<file path="src/rtl/adc_scan_sequencer.sv">
// Free-running channel scanner for an ADC128S022-style serial ADC (16-SCLK frames).
// Averages 2^AVG_LOG2 samples per channel and publishes them through a strobe and a register file.
module adc_scan_sequencer #(
    parameter int         CLK_HALF = 8,
    parameter logic [7:0] CH_MASK  = 8'hFF,
    parameter int         AVG_LOG2 = 2
) (
    input  logic        clk,
    input  logic        reset,
    input  logic        enable,
    output logic        adc_cs_n,
    output logic        adc_sclk,
    output logic        adc_saddr,
    input  logic        adc_sdat,
    input  logic [2:0]  rd_addr,
    output logic [11:0] rd_data,
    output logic        sample_valid,
    output logic [2:0]  sample_ch,
    output logic [11:0] sample_data,
    output logic        busy
);
    localparam int CW = (CLK_HALF > 1) ? $clog2(CLK_HALF) : 1;
    localparam logic [CW-1:0] HALF_LAST = CW'(CLK_HALF - 1);
    localparam int AW = 12 + AVG_LOG2;
    localparam int NW = (AVG_LOG2 > 0) ? AVG_LOG2 : 1;
    localparam logic [NW-1:0] N_LAST = NW'((1 << AVG_LOG2) - 1);

    function automatic logic [2:0] lowest_ch();
        logic [2:0] c;
        c = 3'd0;
        for (int i = 7; i >= 0; i--) begin
            if (CH_MASK[i]) c = 3'(i);
        end
        return c;
    endfunction

    localparam logic [2:0] FIRST_CH = lowest_ch();

    typedef enum logic [1:0] {IDLE, CS_SETUP, SHIFT, CS_HOLD} state_t;

    state_t          state, state_nxt;
    logic [CW-1:0]   cnt;
    logic [3:0]      bit_k;
    logic            phase_hi;
    logic [11:0]     shift_reg;
    logic [2:0]      cur_ch, prev_ch, next_ch;
    logic            prime;
    logic [AW-1:0]   acc [8];
    logic [NW-1:0]   navg [8];
    logic [11:0]     result [8];
    logic [AW-1:0]   acc_sum;
    logic [11:0]     avg_val;
    logic            half_done, frame_end;

    assign half_done = (cnt == HALF_LAST);
    assign frame_end = (state == CS_HOLD) && half_done;
    assign acc_sum   = acc[prev_ch] + AW'(shift_reg);
    assign avg_val   = acc_sum[AW-1:AVG_LOG2];

    always_comb begin
        state_nxt = state;
        adc_cs_n  = 1'b1;
        adc_sclk  = 1'b1;
        adc_saddr = 1'b0;
        busy      = (state != IDLE);
        case (state)
            IDLE: begin
                if (enable && (CH_MASK != 8'h00)) state_nxt = CS_SETUP;
            end
            CS_SETUP: begin
                adc_cs_n = 1'b0;
                if (half_done) state_nxt = SHIFT;
            end
            SHIFT: begin
                adc_cs_n = 1'b0;
                adc_sclk = phase_hi;
                // bit_k only advances at the start of a low phase, so DIN follows it directly
                case (bit_k)
                    4'd2:    adc_saddr = cur_ch[2];
                    4'd3:    adc_saddr = cur_ch[1];
                    4'd4:    adc_saddr = cur_ch[0];
                    default: adc_saddr = 1'b0;
                endcase
                if (half_done && phase_hi && (bit_k == 4'd15)) state_nxt = CS_HOLD;
            end
            CS_HOLD: begin
                if (half_done) state_nxt = enable ? CS_SETUP : IDLE;
            end
            default: state_nxt = IDLE;
        endcase
    end

    always_comb begin
        next_ch = cur_ch;
        for (int i = 7; i >= 1; i--) begin
            if (CH_MASK[cur_ch + 3'(i)]) next_ch = cur_ch + 3'(i);
        end
    end

    always_ff @(posedge clk) begin
        if (reset) begin
            state     <= IDLE;
            cnt       <= '0;
            bit_k     <= '0;
            phase_hi  <= 1'b0;
            shift_reg <= '0;
        end else begin
            state <= state_nxt;
            if ((state == IDLE) || half_done) cnt <= '0;
            else                              cnt <= cnt + 1'b1;
            if (state == IDLE) begin
                bit_k    <= '0;
                phase_hi <= 1'b0;
            end else if ((state == SHIFT) && half_done) begin
                phase_hi <= ~phase_hi;
                // the four leading zero bits fall off the top; bit_k wraps to 0 after bit 15
                if (phase_hi) bit_k <= bit_k + 4'd1;
                else          shift_reg <= {shift_reg[10:0], adc_sdat};
            end
        end
    end

    always_ff @(posedge clk) begin
        if (reset) begin
            cur_ch       <= FIRST_CH;
            prev_ch      <= 3'd0;
            prime        <= 1'b1;
            sample_valid <= 1'b0;
            sample_ch    <= 3'd0;
            sample_data  <= 12'd0;
            rd_data      <= 12'd0;
            for (int i = 0; i < 8; i++) begin
                acc[i]    <= '0;
                navg[i]   <= '0;
                result[i] <= '0;
            end
        end else begin
            sample_valid <= 1'b0;
            rd_data      <= result[rd_addr];
            if (state == IDLE) begin
                prime  <= 1'b1;
                cur_ch <= FIRST_CH;
            end
            if (frame_end) begin
                prev_ch <= cur_ch;
                cur_ch  <= next_ch;
                prime   <= 1'b0;
                // frame data is the conversion addressed one frame earlier
                if (!prime) begin
                    if (navg[prev_ch] == N_LAST) begin
                        result[prev_ch] <= avg_val;
                        acc[prev_ch]    <= '0;
                        navg[prev_ch]   <= '0;
                        sample_valid    <= 1'b1;
                        sample_ch       <= prev_ch;
                        sample_data     <= avg_val;
                    end else begin
                        acc[prev_ch]  <= acc_sum;
                        navg[prev_ch] <= navg[prev_ch] + 1'b1;
                    end
                end
            end
        end
    end
endmodule

</file>
<file path="config.mk">
export PLATFORM = sky130hd
export DESIGN_NAME = adc_scan_sequencer
export DESIGN_NICKNAME = d
export VERILOG_FILES = /design/src/rtl/adc_scan_sequencer.sv
export SDC_FILE = /design/constraint.sdc
export NUM_CORES = 1
export LEC_CHECK = 0
export CORE_UTILIZATION = 29
export DETAILED_ROUTE_END_ITERATION = 16
export HOLD_SLACK_MARGIN = 0.02
export PLACE_DENSITY = 0.48
export SLEW_MARGIN = 20
export SYNTH_ARGS = -nofsm -noshare
export SYNTH_HDL_FRONTEND = slang
export SYNTH_SLANG_ARGS = --single-unit
</file>
<file path="constraint.sdc">
create_clock -name clk -period 5.2 [get_ports clk]
set_input_delay 0.52 -clock clk [delete_from_list [all_inputs] [get_ports clk]]
set_output_delay 0.52 -clock clk [all_outputs]
set_load 0.03 [all_outputs]
</file>
==> results.md <==
- FFs w/ async S/R, synth: 0%
- Syn_nets: 1,026
- Relative slew slack: 35.7%
- Worst slack at placement: 1110 ps
- # hold bufs at CTS: 0
- RSZ-0062 raised after global routing: false
- Number of gates resized after cts: 0
- Netlist Area Pre-Place: 0.0128 mm²
- Synth area leader: edfxtp_1
- Max FFs per register: 112
- Setup violators final: 0
- Total negative slack: 0 ps
- Synth top area share: 52.5%
- Core area: 0.0434 mm²
- Worst-margin pin slew: 964 ps
- Top flop regs: acc x112, result x96, navg x16
- Placed Cells: 1,576
- Crit Path Max Fanout: 19
- Biggest register: acc
- First-iteration detailed-routing DRC count: 519
- Layout Utilization: 34.2%
- P_leak: 4.92 nW
- CTS buffer count: 31
- Vias in the first global route: 8,255
- Fin crit period: 4060 ps
- Die Y: 212 µm
- Antenna viol nets, final: 0
- Pins over their slew limit: 0
- First-pass GRT wire length: 52,400 µm
- Cells after Synth: 995
- Synth warnings: 0
- CTS HTree Levels: 1
- Number of I/O pins: 39
- Drt total wl: 34,600 µm
- Vias per cell: 4.93
- Crit-path max cell delay: 650 ps
- Residual DRC: 0
- Kind of critical path: reg -> reg
- TritonCTS clock tree: done
- Antenna violations before repair: 0
- Worst-Skew Late Latency: 580 ps
- Fraction of layout cells with a size suffix above 1: 18.7%
- PwrDens: 348 mW/mm²
- Initial Util: 29.5%
- Max VDD drop: 0.214 mV
- Max-Cap Viols: 0
- Synth Flop Type: edfxtp_1
- Wire per inst: 21.2 µm
- Gp weighted congestion: 0.785
- PortBufs: 38
- WHS: 320 ps
- Worst-path clk slew: 60 ps
- Final Hold Fails: 0
- Area growth from synthesis to layout: 15.7%
- Die Wd: 212 µm
- Post-DP Area: 0.0138 mm²
- Number of synthesized flops with an enable pin: 224
- Root buffer cell: clkbuf_16
- Critical Path AT: 4460 ps
- Fin area: 0.0148 mm²
- Hold crit path type: in -> reg
- Post-DP HPWL: 22,000 µm
- Drt first pass iters: 6
- Synth Register Bits: 284
- Sequential share of the synthesized area: 61.9%
- Area contributors post-synth: edfxtp_1 53%, mux4_2 9.8%, dfxtp_1 9.4%
- Total power: 5.16 mW
- Final worst-path cycle share: 78.0%
- CP required: 5600 ps
- Distinct cells, synth: 65
- Largest net degree at the start of global routing: 51
- Overall global routing resource usage: 15.8%
- Startpoint Class: register
- NumNets Final: 1,055
- Die Area: 0.0450 mm²
- Status: completed
- Post-synthesis average cell area: 12.9 µm²
- Critical Path Sink Type: register
- Setup bufs post-CTS: 0
- GR Overflow Total: 0
- Most common cell after layout, fill and taps aside: edfxtp_1
- Fin cells: 1,632
- Slowest cell on the critical path: dfxtp_2
- Final worst slack: 1140 ps
- Fmax: 246 MHz
- Commonest non-fill, non-tap cells in the layout: 224 x edfxtp_1, 181 x nor2_1, 65 x nand2_1, 64 x a21oi_1, 59 x dfxtp_1
- Sink Count: 284
- Critical Path, Cell by Cell: buf_12 -> mux4_2 -> mux2_2 -> ha_1 -> nor2b_1 -> o31a_2 -> o21ai_0 -> nand3_1 -> a21oi_1
- Maximum clock path buffer count: 3
- # diodes: 0
- Clk_skew: 17.4 ps
- Vias: 8,050
- # rows: 76
-- layout make-up --
type | count | area, µm²
clock inverter | 21 | 184
inverter | 18 | 67.6
clock buffer | 35 | 791
fill | 4325 | 28500
multi-input combinational | 618 | 4490
sequential | 284 | 7930
tap | 585 | 732
timing repair buffer | 71 | 631
-- cell usage after synthesis, types with 4 or more instances --
master    number
nand2b_1      14
o21ai_0       17
nand2_1       65
mux2_2        15
nor2_1       181
a21o_1         8
edfxtp_1     224
ha_1          23
inv_1         18
nor3_2         8
o211ai_1       4
nor2_2         8
or3_1          5
xor2_1         6
o21bai_1       4
o21a_1         6
dfxtp_1       60
nand3_1        7
and2_1         4
mux4_2        56
a21oi_1       64
mux2i_1       16
or2_2         11
clkbuf_1      50
buf_6          4
a211oi_1       5
buf_2         16
nor3_1        41
nand3b_1       4
-- power breakdown --
group	switching, mW	internal [mW]
clock network	0.918	1.23
registers	0.0328	2.54
logic	0.266	0.163
total	1.22	3.94
-- per-layer routing --
layer / global-route usage (%) / part of all wire (%)
met5: 0 / 0
met2: 27.9 / 51
met4: 3.67 / 2.0
met1: 20.1 / 43
met3: 2.61 / 4.9
-- cell families (layout without fill, tap and decap cells) --
family                     Yosys count  after routing  share of synthesized area (%)
AOI/OAI and AO/OA                  134            134                           6.47
adders and majority gates           24             24                           2.40
and+or+nand+nor                    366            366                           13.2
DFF                                284            284                           61.9
xor gates and xnor gates             7              7                          0.479
muxes                               87             87                           12.4
buffers and inverters               93            145                           3.15
-- final timing paths --
path                                        start                           to  slack [ps]  depth (start not counted)
worst max register to register           register  result[3][10]$_SDFFCE_PN0P_        1140                          9
worst min register to register  cnt[0]$_SDFF_PP0_            cnt[0]$_SDFF_PP0_         430                          1
worst min-delay path                        reset       cur_ch[0]$_SDFFE_PP0P_         320                          2
worst max-delay path                     register  result[3][10]$_SDFFCE_PN0P_        1140                          9
-- critical path, delay by kind of cell, from the launching register on --
kind                     cells  cell delay [ps]
buffers and inverters        1              270
AO/OA/AOI/OAI                3             1040
flip-flops                   1              650
multiplexers                 2              790
adder cells (fa/ha/maj)      1              330
AND/OR/NAND/NOR              2              780
(Power assumes the default switching activity.)
